**src/rtl/pacman_mover.sv**
```systemverilog
// -----------------------------------------------------------------------------
// pacman_mover
//
// Moves Pac-Man one tile per accepted step tick. Each move asks an external
// maze lookup whether the target tile is a wall. The block first tries the
// player's pending direction. If that tile is a wall, it falls back to the
// current direction of travel. The y axis wraps around (the tunnel). An x
// target outside the maze counts as a wall without issuing a lookup. Touching
// the ghost latches a terminal CAUGHT state, which only reset clears.
//
// state    | meaning
// ---------+-----------------------------------------------------------------
// IDLE     | waiting for a step tick
// REQ_NEXT | looking up the tile in the pending (player-requested) direction
// REQ_CUR  | looking up the tile in the current direction of travel
// CAUGHT   | ghost collision seen; everything frozen until reset
//
// Ports
//   i_clk, i_rst_n           clock, synchronous active-low reset
//   i_step                   one-cycle move tick (ignored unless IDLE)
//   i_dir_valid, i_dir       direction strobe: 0 x-1, 1 x+1, 2 y-1, 3 y+1
//   o_tile_req, o_tile_x/y   maze lookup request and the tile being queried
//   i_tile_ack, i_tile_wall  lookup response; wall sampled only with ack
//   i_ghost_x/y              ghost tile position
//   o_pac_x/y                Pac-Man tile position
//   o_busy                   FSM not IDLE
//   o_caught                 sticky ghost-collision flag
//   o_timeout                one-cycle pulse when a lookup is abandoned
// -----------------------------------------------------------------------------
module pacman_mover #(
  parameter int ROW         = 36,
  parameter int COL         = 28,
  parameter int START_X     = 26,
  parameter int START_Y     = 13,
  parameter int ACK_TIMEOUT = 15
) (
  input  logic       i_clk,
  input  logic       i_rst_n,
  input  logic       i_step,
  input  logic       i_dir_valid,
  input  logic [1:0] i_dir,
  output logic       o_tile_req,
  output logic [5:0] o_tile_x,
  output logic [5:0] o_tile_y,
  input  logic       i_tile_ack,
  input  logic       i_tile_wall,
  input  logic [5:0] i_ghost_x,
  input  logic [5:0] i_ghost_y,
  output logic [5:0] o_pac_x,
  output logic [5:0] o_pac_y,
  output logic       o_busy,
  output logic       o_caught,
  output logic       o_timeout
);

  typedef enum logic [1:0] {
    S_IDLE     = 2'd0,
    S_REQ_NEXT = 2'd1,
    S_REQ_CUR  = 2'd2,
    S_CAUGHT   = 2'd3
  } state_e;

  typedef struct packed {
    logic       oob;
    logic [5:0] x;
    logic [5:0] y;
  } tgt_t;

  localparam logic [5:0] X_MAX   = 6'(ROW - 1);
  localparam logic [5:0] Y_MAX   = 6'(COL - 1);
  localparam logic [5:0] X_RST   = 6'(START_X);
  localparam logic [5:0] Y_RST   = 6'(START_Y);
  // Last wait cycle: with no ack here, the lookup is abandoned on this edge.
  localparam logic [3:0] TO_LAST = 4'(ACK_TIMEOUT - 1);

  state_e     state_q, state_d;
  logic [1:0] pend_dir_q, pend_dir_d;
  logic       pend_v_q, pend_v_d;
  logic [1:0] cur_dir_q, cur_dir_d;
  logic       cur_v_q, cur_v_d;
  logic       req_q, req_d;
  logic [5:0] tile_x_q, tile_x_d;
  logic [5:0] tile_y_q, tile_y_d;
  logic       oob_q, oob_d;
  logic [3:0] cnt_q, cnt_d;
  logic [5:0] pac_x_q, pac_x_d;
  logic [5:0] pac_y_q, pac_y_d;
  logic       caught_q, caught_d;
  logic       timeout_q, timeout_d;

  tgt_t pend_tgt;
  tgt_t cur_tgt;
  logic collision;

  // One tile away in direction dir. x is bounded (oob flags leaving the
  // maze); y wraps through the tunnel.
  function automatic tgt_t next_tile(input logic [1:0] dir,
                                     input logic [5:0] x,
                                     input logic [5:0] y);
    tgt_t t;
    t.oob = 1'b0;
    t.x   = x;
    t.y   = y;
    case (dir)
      2'd0: begin
        t.oob = (x == 6'd0);
        t.x   = x - 6'd1;
      end
      2'd1: begin
        t.oob = (x >= X_MAX);
        t.x   = x + 6'd1;
      end
      2'd2: t.y = (y == 6'd0) ? Y_MAX : y - 6'd1;
      2'd3: t.y = (y >= Y_MAX) ? 6'd0 : y + 6'd1;
      default: t.oob = 1'b1;
    endcase
    return t;
  endfunction

  assign pend_tgt  = next_tile(pend_dir_q, pac_x_q, pac_y_q);
  assign cur_tgt   = next_tile(cur_dir_q, pac_x_q, pac_y_q);
  assign collision = (pac_x_q == i_ghost_x) && (pac_y_q == i_ghost_y);

  always_ff @(posedge i_clk) begin
    if (!i_rst_n) begin
      state_q    <= S_IDLE;
      pend_dir_q <= 2'd0;
      pend_v_q   <= 1'b0;
      cur_dir_q  <= 2'd0;
      cur_v_q    <= 1'b0;
      req_q      <= 1'b0;
      tile_x_q   <= 6'd0;
      tile_y_q   <= 6'd0;
      oob_q      <= 1'b0;
      cnt_q      <= 4'd0;
      pac_x_q    <= X_RST;
      pac_y_q    <= Y_RST;
      caught_q   <= 1'b0;
      timeout_q  <= 1'b0;
    end else begin
      state_q    <= state_d;
      pend_dir_q <= pend_dir_d;
      pend_v_q   <= pend_v_d;
      cur_dir_q  <= cur_dir_d;
      cur_v_q    <= cur_v_d;
      req_q      <= req_d;
      tile_x_q   <= tile_x_d;
      tile_y_q   <= tile_y_d;
      oob_q      <= oob_d;
      cnt_q      <= cnt_d;
      pac_x_q    <= pac_x_d;
      pac_y_q    <= pac_y_d;
      caught_q   <= caught_d;
      timeout_q  <= timeout_d;
    end
  end

  always_comb begin
    state_d    = state_q;
    pend_dir_d = pend_dir_q;
    pend_v_d   = pend_v_q;
    cur_dir_d  = cur_dir_q;
    cur_v_d    = cur_v_q;
    req_d      = req_q;
    tile_x_d   = tile_x_q;
    tile_y_d   = tile_y_q;
    oob_d      = oob_q;
    cnt_d      = cnt_q;
    pac_x_d    = pac_x_q;
    pac_y_d    = pac_y_q;
    caught_d   = caught_q;
    timeout_d  = 1'b0;

    // A strobe always lands in the pending register. This also overrides the
    // pending clear on a committing ack below, so a strobe arriving with the
    // ack survives.
    if (state_q != S_CAUGHT && i_dir_valid) begin
      pend_dir_d = i_dir;
      pend_v_d   = 1'b1;
    end

    if (state_q != S_CAUGHT && collision) begin
      state_d  = S_CAUGHT;
      caught_d = 1'b1;
      req_d    = 1'b0;
    end else begin
      case (state_q)
        S_IDLE: begin
          if (i_step && pend_v_q) begin
            state_d  = S_REQ_NEXT;
            tile_x_d = pend_tgt.x;
            tile_y_d = pend_tgt.y;
            oob_d    = pend_tgt.oob;
            req_d    = !pend_tgt.oob;
            cnt_d    = 4'd0;
          end else if (i_step && cur_v_q) begin
            state_d  = S_REQ_CUR;
            tile_x_d = cur_tgt.x;
            tile_y_d = cur_tgt.y;
            oob_d    = cur_tgt.oob;
            req_d    = !cur_tgt.oob;
            cnt_d    = 4'd0;
          end
        end

        S_REQ_NEXT: begin
          // An out-of-maze target resolves as a wall in its entry cycle.
          if (oob_q || (i_tile_ack && i_tile_wall)) begin
            if (cur_v_q) begin
              state_d  = S_REQ_CUR;
              tile_x_d = cur_tgt.x;
              tile_y_d = cur_tgt.y;
              oob_d    = cur_tgt.oob;
              req_d    = !cur_tgt.oob;
              cnt_d    = 4'd0;
            end else begin
              state_d = S_IDLE;
              req_d   = 1'b0;
            end
          end else if (i_tile_ack) begin
            state_d   = S_IDLE;
            req_d     = 1'b0;
            pac_x_d   = tile_x_q;
            pac_y_d   = tile_y_q;
            cur_dir_d = pend_dir_q;
            cur_v_d   = 1'b1;
            if (!i_dir_valid) begin
              pend_v_d = 1'b0;
            end
          end else if (cnt_q == TO_LAST) begin
            state_d   = S_IDLE;
            req_d     = 1'b0;
            timeout_d = 1'b1;
          end else begin
            cnt_d = cnt_q + 4'd1;
          end
        end

        S_REQ_CUR: begin
          if (oob_q || (i_tile_ack && i_tile_wall)) begin
            state_d = S_IDLE;
            req_d   = 1'b0;
            cur_v_d = 1'b0;
          end else if (i_tile_ack) begin
            state_d = S_IDLE;
            req_d   = 1'b0;
            pac_x_d = tile_x_q;
            pac_y_d = tile_y_q;
          end else if (cnt_q == TO_LAST) begin
            state_d   = S_IDLE;
            req_d     = 1'b0;
            timeout_d = 1'b1;
          end else begin
            cnt_d = cnt_q + 4'd1;
          end
        end

        S_CAUGHT: begin
          req_d = 1'b0;
        end

        default: begin
          state_d = S_IDLE;
          req_d   = 1'b0;
        end
      endcase
    end
  end

  assign o_tile_req = req_q;
  assign o_tile_x   = tile_x_q;
  assign o_tile_y   = tile_y_q;
  assign o_pac_x    = pac_x_q;
  assign o_pac_y    = pac_y_q;
  assign o_busy     = (state_q != S_IDLE);
  assign o_caught   = caught_q;
  assign o_timeout  = timeout_q;

endmodule
```
**config.mk**
```make
export PLATFORM = sky130hd
export DESIGN_NAME = pacman_mover
export DESIGN_NICKNAME = d
export VERILOG_FILES = /design/src/rtl/pacman_mover.sv
export SDC_FILE = /design/constraint.sdc
export NUM_CORES = 1
export LEC_CHECK = 0
export CAP_MARGIN = 20
export CORE_ASPECT_RATIO = 0.75
export CORE_MARGIN = 2
export CORE_UTILIZATION = 30
export DETAILED_ROUTE_END_ITERATION = 8
export DONT_BUFFER_PORTS = 1
export HOLD_SLACK_MARGIN = 0.05
export PLACE_DENSITY_LB_ADDON = 0.15
export SLEW_MARGIN = 20
export SYNTH_ARGS = -nofsm -noshare
export SYNTH_HDL_FRONTEND = slang
export SYNTH_SLANG_ARGS = --single-unit
```
**constraint.sdc**
```tcl
create_clock -name i_clk -period 2.8 [get_ports i_clk]
set_input_delay 0.84 -clock i_clk [delete_from_list [all_inputs] [get_ports i_clk]]
set_output_delay 0.84 -clock i_clk [all_outputs]
set_load 0.02 [all_outputs]
```
==> results of run 1 <==
==> routing by layer <==
metal / vias to the layer above / share of wire [%] / track usage (%)
li1: 1321 / - / -
met1: 1308 / 51 / 27.3
met2: 114 / 40 / 26.8
met3: 9 / 8.4 / 5.68
met4: 0 / 0.80 / 3.50
met5: - / 0 / 0
==> stage by stage <==
stage,hold slack (ns),area (um^2),utilization (%),cells,power (mW)
floorplan,0.481,2900,-,360,1.21
global placement,0.516,3040,31.8,480,1.37
detailed placement,0.516,3040,31.8,480,1.38
CTS,0.526,3220,33.8,487,2.13
global route,0.562,3220,33.8,487,2.24
finish,0.524,3220,33.8,487,2.12
==> sequential cells by signal, indices dropped and copies added (netlist names), 2 cells and up <==
register	count
o_tile_x	6
o_pac_y	6
o_tile_y	6
state_q	2
cur_dir_q	2
cnt_q	4
o_pac_x	6
pend_dir_q	2
==> area by class of cell <==
type | count | share of cell area [%]
Clock inverter | 2 | 1.86
Tap cell | 132 | 5.13
Clock buffer | 5 | 3.88
Sequential cell | 40 | 24.9
Multi-Input combinational cell | 275 | 58.6
Timing Repair Buffer | 16 | 3.73
Inverter | 17 | 1.98
==> critical path, cell delays in order, from the launching register on <==
cell,delay [ns]
sky130_fd_sc_hd__dfxtp_1,0.43
sky130_fd_sc_hd__inv_1,0.10
sky130_fd_sc_hd__ha_1,0.21
sky130_fd_sc_hd__and3b_1,0.42
sky130_fd_sc_hd__nor2_1,0.07
sky130_fd_sc_hd__a21oi_1,0.50
sky130_fd_sc_hd__a221oi_1,0.18
sky130_fd_sc_hd__a311oi_1,0.28
==> cells by family after synthesis <==
family	count (synthesis)
AO/OA/AOI/OAI	98
XOR/XNOR	20
adder cells (fa/ha/maj)	13
buffers and inverters	45
flip-flops	40
multiplexers	16
AND/OR/NAND/NOR	128
==> power by group <==
part	switching (mW)	internal, mW	leakage [nW]
clock	0.247	0.506	0.0899
sequential	0.154	0.645	0.326
combinational	0.355	0.216	0.766
==> placed cells by master (no fill, tap or decap), drive strengths merged, types with 3 or more instances in the layout <==
master / count
a211oi: 8
a21oi: 21
a311oi: 4
a31oi: 4
and2: 4
buf: 16
clkbuf: 5
dfxtp: 40
ha: 13
inv: 17
mux2i: 14
nand2: 37
nand2b: 7
nand3: 10
nand4: 12
nor2: 17
nor2b: 6
nor3: 11
nor4: 4
o211a: 3
o211ai: 9
o21ai: 12
o221a: 3
o22ai: 9
o311ai: 3
or3: 6
xnor2: 4
xor2: 16
==> worst paths after layout <==
check,to,slack [ns],depth (start not counted)
max reg2reg,o_tile_y[3],0.52,7
min reg2reg,cnt_q[1],0.52,2
max,o_tile_y[3],0.52,7
min,cnt_q[1],0.52,2
==> run summary, run 1 <==
The total number of placement rows was 31; the number of synthesized register bits was 40. The number of placed I/O pins was 48; the number of hold violations in the final report was 0. For the pin with the worst max-slew slack, the measured transition is 0.626 ns. Relative to the synthesized area, the layout overhead comes to 11.2%. Entering global routing, the biggest net connects 40 pins. The tools report the number of iterations in the first detailed-routing pass as 4.

Aggregate global-route resource usage: 18.6%. Worst min-delay path category: reg -> reg. The routed layout has 2,752 vias. The region available for standard cell placement spans 9540 um^2. Async set-or-reset flop fraction in the synthesized netlist: 0%.

The clock passes through at most 2 buffers. Setup violations remaining at the end of the flow were counted as 0. The remaining antenna violation count after routing is 0. After synthesis, the share of cell area in mux cells is 5.61%.

The most critical setup path has its startpoint at state_q[1]. Ranked by total cell area, the synthesized netlist is headed by sky130_fd_sc_hd__dfxtp_1 28%, sky130_fd_sc_hd__ha_1 5.6%, sky130_fd_sc_hd__mux2i_1 4.8%, sky130_fd_sc_hd__xor2_1 4.8%, sky130_fd_sc_hd__nand2_1 4.8%. The die boundary height works out to 89.1 um. The logs give 2.48 ns for the data arrival at the endpoint of the critical path and 7030 um for the detailed-placement wirelength estimate. Number of cells upsized or downsized after cts: 0. In this run the power density over the cells is 659 nW/um^2. The first routing iteration left 194 violations. The total global routing overflow was 0. The run gives 58.2% as the tightest slew margin relative to the limit. The die footprint came out at 10,500 um^2. Origin of the critical flop-to-flop path: state_q[1]. Of the total synthesized cell area, the portion taken by AND, OR, NAND and NOR gates is 24.0%.

The final-report max-slew violation count is 0. The initial antenna violation count is 0, and the last weighted congestion value of the routability-driven placer is 0.799. On the final layout, the worst clock skew is 0.00844 ns. After synthesis, the netlist uses 62 different library cells. After detailed routing, the number of remaining DRC violations is 0. In this run the tool buffered the top-level ports with 0 buffer cells. After synthesis, the largest family of logic cells by area is simple AND/OR/NAND/NOR gates. Once the floorplan was initialized, standard cells occupied 30.4% of the core. Sequential standard cell area: 801 um^2.

For this run, the leading register cell type out of synthesis is sky130_fd_sc_hd__dfxtp_1. The clock transition at the register clock pins on the worst setup and hold paths after CTS is 0.07 ns. The critical path class was reg -> reg.

The repair_antennas step left the layout with diodes totalling 0. The maximum fanout encountered on the critical timing path came out at 8. The leakage power figure is 1.18 nW. Fill cells in the final layout number 1,042. The tree is rooted in a sky130_fd_sc_hd__clkbuf_16.

The worst hold path begins at cnt_q[1]. The floorplan step set the die width to 117 um. The worst ir drop on vdd came out at 229 uV. Cell accounting for the most synthesized area: sky130_fd_sc_hd__dfxtp_1. For the worst setup path, the data required time is 3.00 ns.

The worst path meets setup with 0.522 ns of slack. Subtracting the final worst setup slack from the clock period gives 2.28 ns. Counting instances in the post-synthesis netlist gives the leading cell types as 40 x sky130_fd_sc_hd__dfxtp_1, 37 x sky130_fd_sc_hd__nand2_1, 21 x sky130_fd_sc_hd__a21oi_1. The share of the Yosys chip area taken by registers is 27.6%.

Across the run, the number of max-cap violations was 0. The number of flops mapped to enable cells by yosys came out at 0. The worst setup path is captured at a flop.

The clock sink total came out at 40. The top achievable clock speed is 439 MHz, and the final critical-path share of the clock period is 81.4%. Setup repair after global routing left no endpoint under its margin. Summed over all layers, the routed wires come to 9540 um. The share of cells above drive strength 1 was 10.4%; the xor-xnor portion of the synthesized cell area was 6.04%. Maximum level of the CTS H-tree: 2.

Summing every instance area after synthesis gives 2900 um^2. Synthesized instance count: 360. The flow ran to the end, and the final reports show no timing, DRC or antenna violations. Hold repair after CTS inserted 0 buffers. The area fraction in compound gates after synthesis works out to 23.9%. The leading cell type by number of instances after synthesis was sky130_fd_sc_hd__dfxtp_1. The logs give 5 for the number of clock buffers inserted by TritonCTS and 15,000 um for the global-route wire length before repair. At the end of the flow, the number of nets in the layout was 388.

The launching element type of the critical path was a flop. TritonCTS built the clock tree. The adder-cell share of the synthesized area was 5.61%; the setup TNS was 0 ns.

The average cell area after synthesis was 8.05 um^2. The run gives 2,532 as the via count of the first global-routing pass. After synthesis, the largest area contributor takes up 27.6% of total cell area.

Counting every net in the synthesized netlist gives 393. The number of buffers added for setup after CTS is 0, and the worst setup slack after placement is 0.251 ns. For this run, the number of Yosys warnings is 0. The multi-input gate area in the final layout is 1890 um^2, and the average routed wire per standard cell is 19.6 um. Worst-skew pair later-pin latency: 0.29 ns. Using the TritonRoute via totals, the vias-per-cell ratio works out to 5.65.
Power figures use the tool's default switching activity.
==> inputs of run 2 (changes only) <==
clock period = 2.4 ns   (was 2.8 ns; I/O delays follow)
==> run 2 against run 1 <==
Sequential power grew 16%. Sequential cell count stayed put. Hold slack better by 0.0061 ns. Fmax is 5.4% higher. Combinational power rose by 22%. Largest cell class unchanged. Clock power up 2%. Utilization is 0.80 points higher. Largest power group unchanged. Cell area increased by 2.4%.
==> run summary, run 2 (synthesis results as in run 1) <==
The total number of placement rows was 31 (unchanged). The starting density of the core was 30.4% (unchanged); the via count of the first global-routing pass was 2,613 (+3.2%). The number of hold violations in the final report came out at 0 (unchanged).

For the number of setup violations in the final report, the log shows 0 (unchanged). For the data arrival at the endpoint of the critical path, the log shows 2.34 ns (-0.14 ns). The final-report max-slew violation count came out at 0 (unchanged).

The number of antenna repair diodes was 0 (unchanged). The signal on the critical path passes through xor2_1 -> nor4_2 -> and4_1 -> or4b_1 -> o211a_1. TritonCTS built the clock tree. Detailed-placement wirelength estimate: 7150 um (+1.8%). The max capacitance violation total was 0 (unchanged); the number of buffers added for setup after CTS was 0 (unchanged). The total routed wirelength is 9500 um (-0.44%), and the average routed wire per standard cell is 19.0 um (-3.2%). The pin count of the biggest net entering global routing was 40 (unchanged). The total DRC errors in the routed layout was 0 (unchanged). The required time at the endpoint of the critical path is 2.58 ns (-0.42 ns), and the remaining antenna violation count after routing is 0 (unchanged).

For the tightest slew margin relative to the limit, the log shows 57.8% (-0.41 points). The worst register-to-register path ends at state_q[1]. In this run the most critical hold path is launched from cnt_q[1]. The critical path buffer and inverter count is 0 (-1), and the worst-skew pair later-pin latency is 0.29 ns (about the same). The via count of the routed design is 2,746 (-0.22%). The worst ir drop on vdd was 366 uV (+60%). Maximum fanout encountered on the critical timing path: 9 (+1). For the clock sink total, the log shows 40 (unchanged). The clock transition at the register clock pins on the worst setup and hold paths after CTS was 0.06 ns (about the same).

Master cell of the clock root buffer: sky130_fd_sc_hd__clkbuf_16. For the initial antenna violation count, the log shows 0 (unchanged). STA classifies the critical path endpoint as a flop.

The tools report the final non-filler cell total as 501 (+2.9%). The number of cells upsized or downsized after cts was 0 (unchanged); the number of clock buffers inserted by TritonCTS was 5 (unchanged). The top achievable clock speed was 463 MHz (+5.4%). The maximum level of the CTS H-tree was 2 (unchanged). The die footprint was 10,500 um^2 (unchanged); the total global routing overflow was 0 (unchanged).

The critical path launch point is o_pac_x[3]. The run gives 0 ns (unchanged) as the setup TNS. For the DRC marker count from the first detailed-route iteration, the log shows 175 (-9.8%).

On the critical path, the stage with the largest delay is an instance of sky130_fd_sc_hd__or4b_1. The final critical-path share of the clock period was 90.1% (+8.7 points); the floorplan die width was 117 um (unchanged). The area growth from synthesis to layout is 13.8%. The aggregate global-route resource usage is 18.5% (-0.081 points). In the layout the commonest cells are 40 x sky130_fd_sc_hd__dfxtp_1, 37 x sky130_fd_sc_hd__nand2_1, 29 x sky130_fd_sc_hd__buf_4, 21 x sky130_fd_sc_hd__a21oi_1, 17 x sky130_fd_sc_hd__inv_1. The flow ran to the end, and the final reports show no timing, DRC or antenna violations. The launching element type of the critical path was a flop. The cell type group with the largest total delay on the critical path was simple AND/OR/NAND/NOR gates. Total power draw: 2.39 mW (+13%). Post-route clock skew: 0.00942 ns (+0.000975 ns). The hold buffer count at cts was 0 (unchanged).

The number of placed I/O pins was 48 (unchanged); the layout net count was 401 (+3.4%). For the last weighted congestion value of the routability-driven placer, the log shows 0.832 (+4.1%). The core box area was 9540 um^2 (unchanged). The count of input and output buffers was 0 (unchanged); the highest cell delay on the worst timing path was 0.56 ns (+0.06 ns). The count of filler cells inserted in the layout is 1,030 (-1.2%). The global-route wire length before repair was 15,100 um (+0.69%); the number of instances on the worst hold path was 2 (unchanged). The maximum clock insertion buffer count came out at 2 (unchanged).

The worst register-to-register path begins at o_pac_x[3]. The critical path class is reg -> reg. The tools report the number of instances in the placed design as 493 (+2.7%).

The actual transition at the worst max-transition pin is 0.630 ns (+0.00402 ns), and the die boundary height is 89.1 um (unchanged). The leakage power figure was 1.24 nW (+4.6%); the share of cells above drive strength 1 was 13.6% (+3.1 points). The ratio of routed vias to standard cells was 5.48 (-3.0%); the register-to-register path setup slack was 0.24 ns (-0.28 ns). The leading cell type in the layout, fill and taps excluded is sky130_fd_sc_hd__dfxtp_1. The power density over cell area is 725 nW/um^2 (+10%), and the cell depth of the worst flop-to-flop path is 5 (-2).

The post-route minimum period came out at 2.16 ns (-0.117 ns). The number of iterations in the first detailed-routing pass came out at 4 (unchanged). Setup repair after global routing left no endpoint under its margin. The tools report the worst-case hold path end point as cnt_q[1].

The worst min-delay path category was reg -> reg.
[run 2: final cells by class]
class,instances,area (um^2),area share (%)
Timing Repair Buffer,29,218,6.60
Clock buffer,6,129,3.91
Sequential cell,40,801,24.3
Clock inverter,2,35.0,1.06
Multi-Input combinational cell,275,1890,57.2
Inverter,17,63.8,1.93
Tap cell,132,165,5.01
[run 2: through the flow]
step	hold slack (ns)	worst slack, ns	util (%)	cell area (um^2)
floorplan	0.481	0.372	-	2900
global placement	0.514	0.130	32.8	3130
detailed placement	0.515	0.0590	32.8	3130
CTS	0.525	0.245	34.6	3300
global route	0.531	0.0740	34.6	3300
finish	0.530	0.239	34.6	3300
[run 2: worst max path at each step]
stage	endpoint	cells after the start	slack, ns
floorplan	o_pac_x[5]	7	0.37
global placement	o_tile_y[3]	5	0.13
detailed placement	o_tile_y[3]	5	0.06
CTS	o_tile_y[3]	5	0.24
global route	o_tile_y[3]	5	0.07
finish	state_q[1]	5	0.24
[run 2: metal layers]
layer	track usage [%]	vias up	part of all wire (%)
met2	26.9	76	41
met5	0	-	0
met3	4.46	8	7.3
met1	27.2	1322	51
met4	5.04	0	1.1
li1	-	1340	-
[run 2: worst reg2reg max path: cells and delay by family (launching register included)]
family           cells  cell delay [ns]
AND/OR/NAND/NOR      3             1.01
XOR/XNOR             1             0.42
AO/OA/AOI/OAI        1             0.14
flip-flops           1             0.50
[run 2: power breakdown]
part / total [mW] / internal (mW) / switching [mW]
logic: 0.696 / 0.276 / 0.420
registers: 0.929 / 0.752 / 0.177
clock network: 0.766 / 0.490 / 0.277
==> inputs of run 3 (changes only) <==
SLEW_MARGIN = default   (was 20)
==> results of run 3 <==
The final DEF is identical to that of run 2; final timing and power are the same.
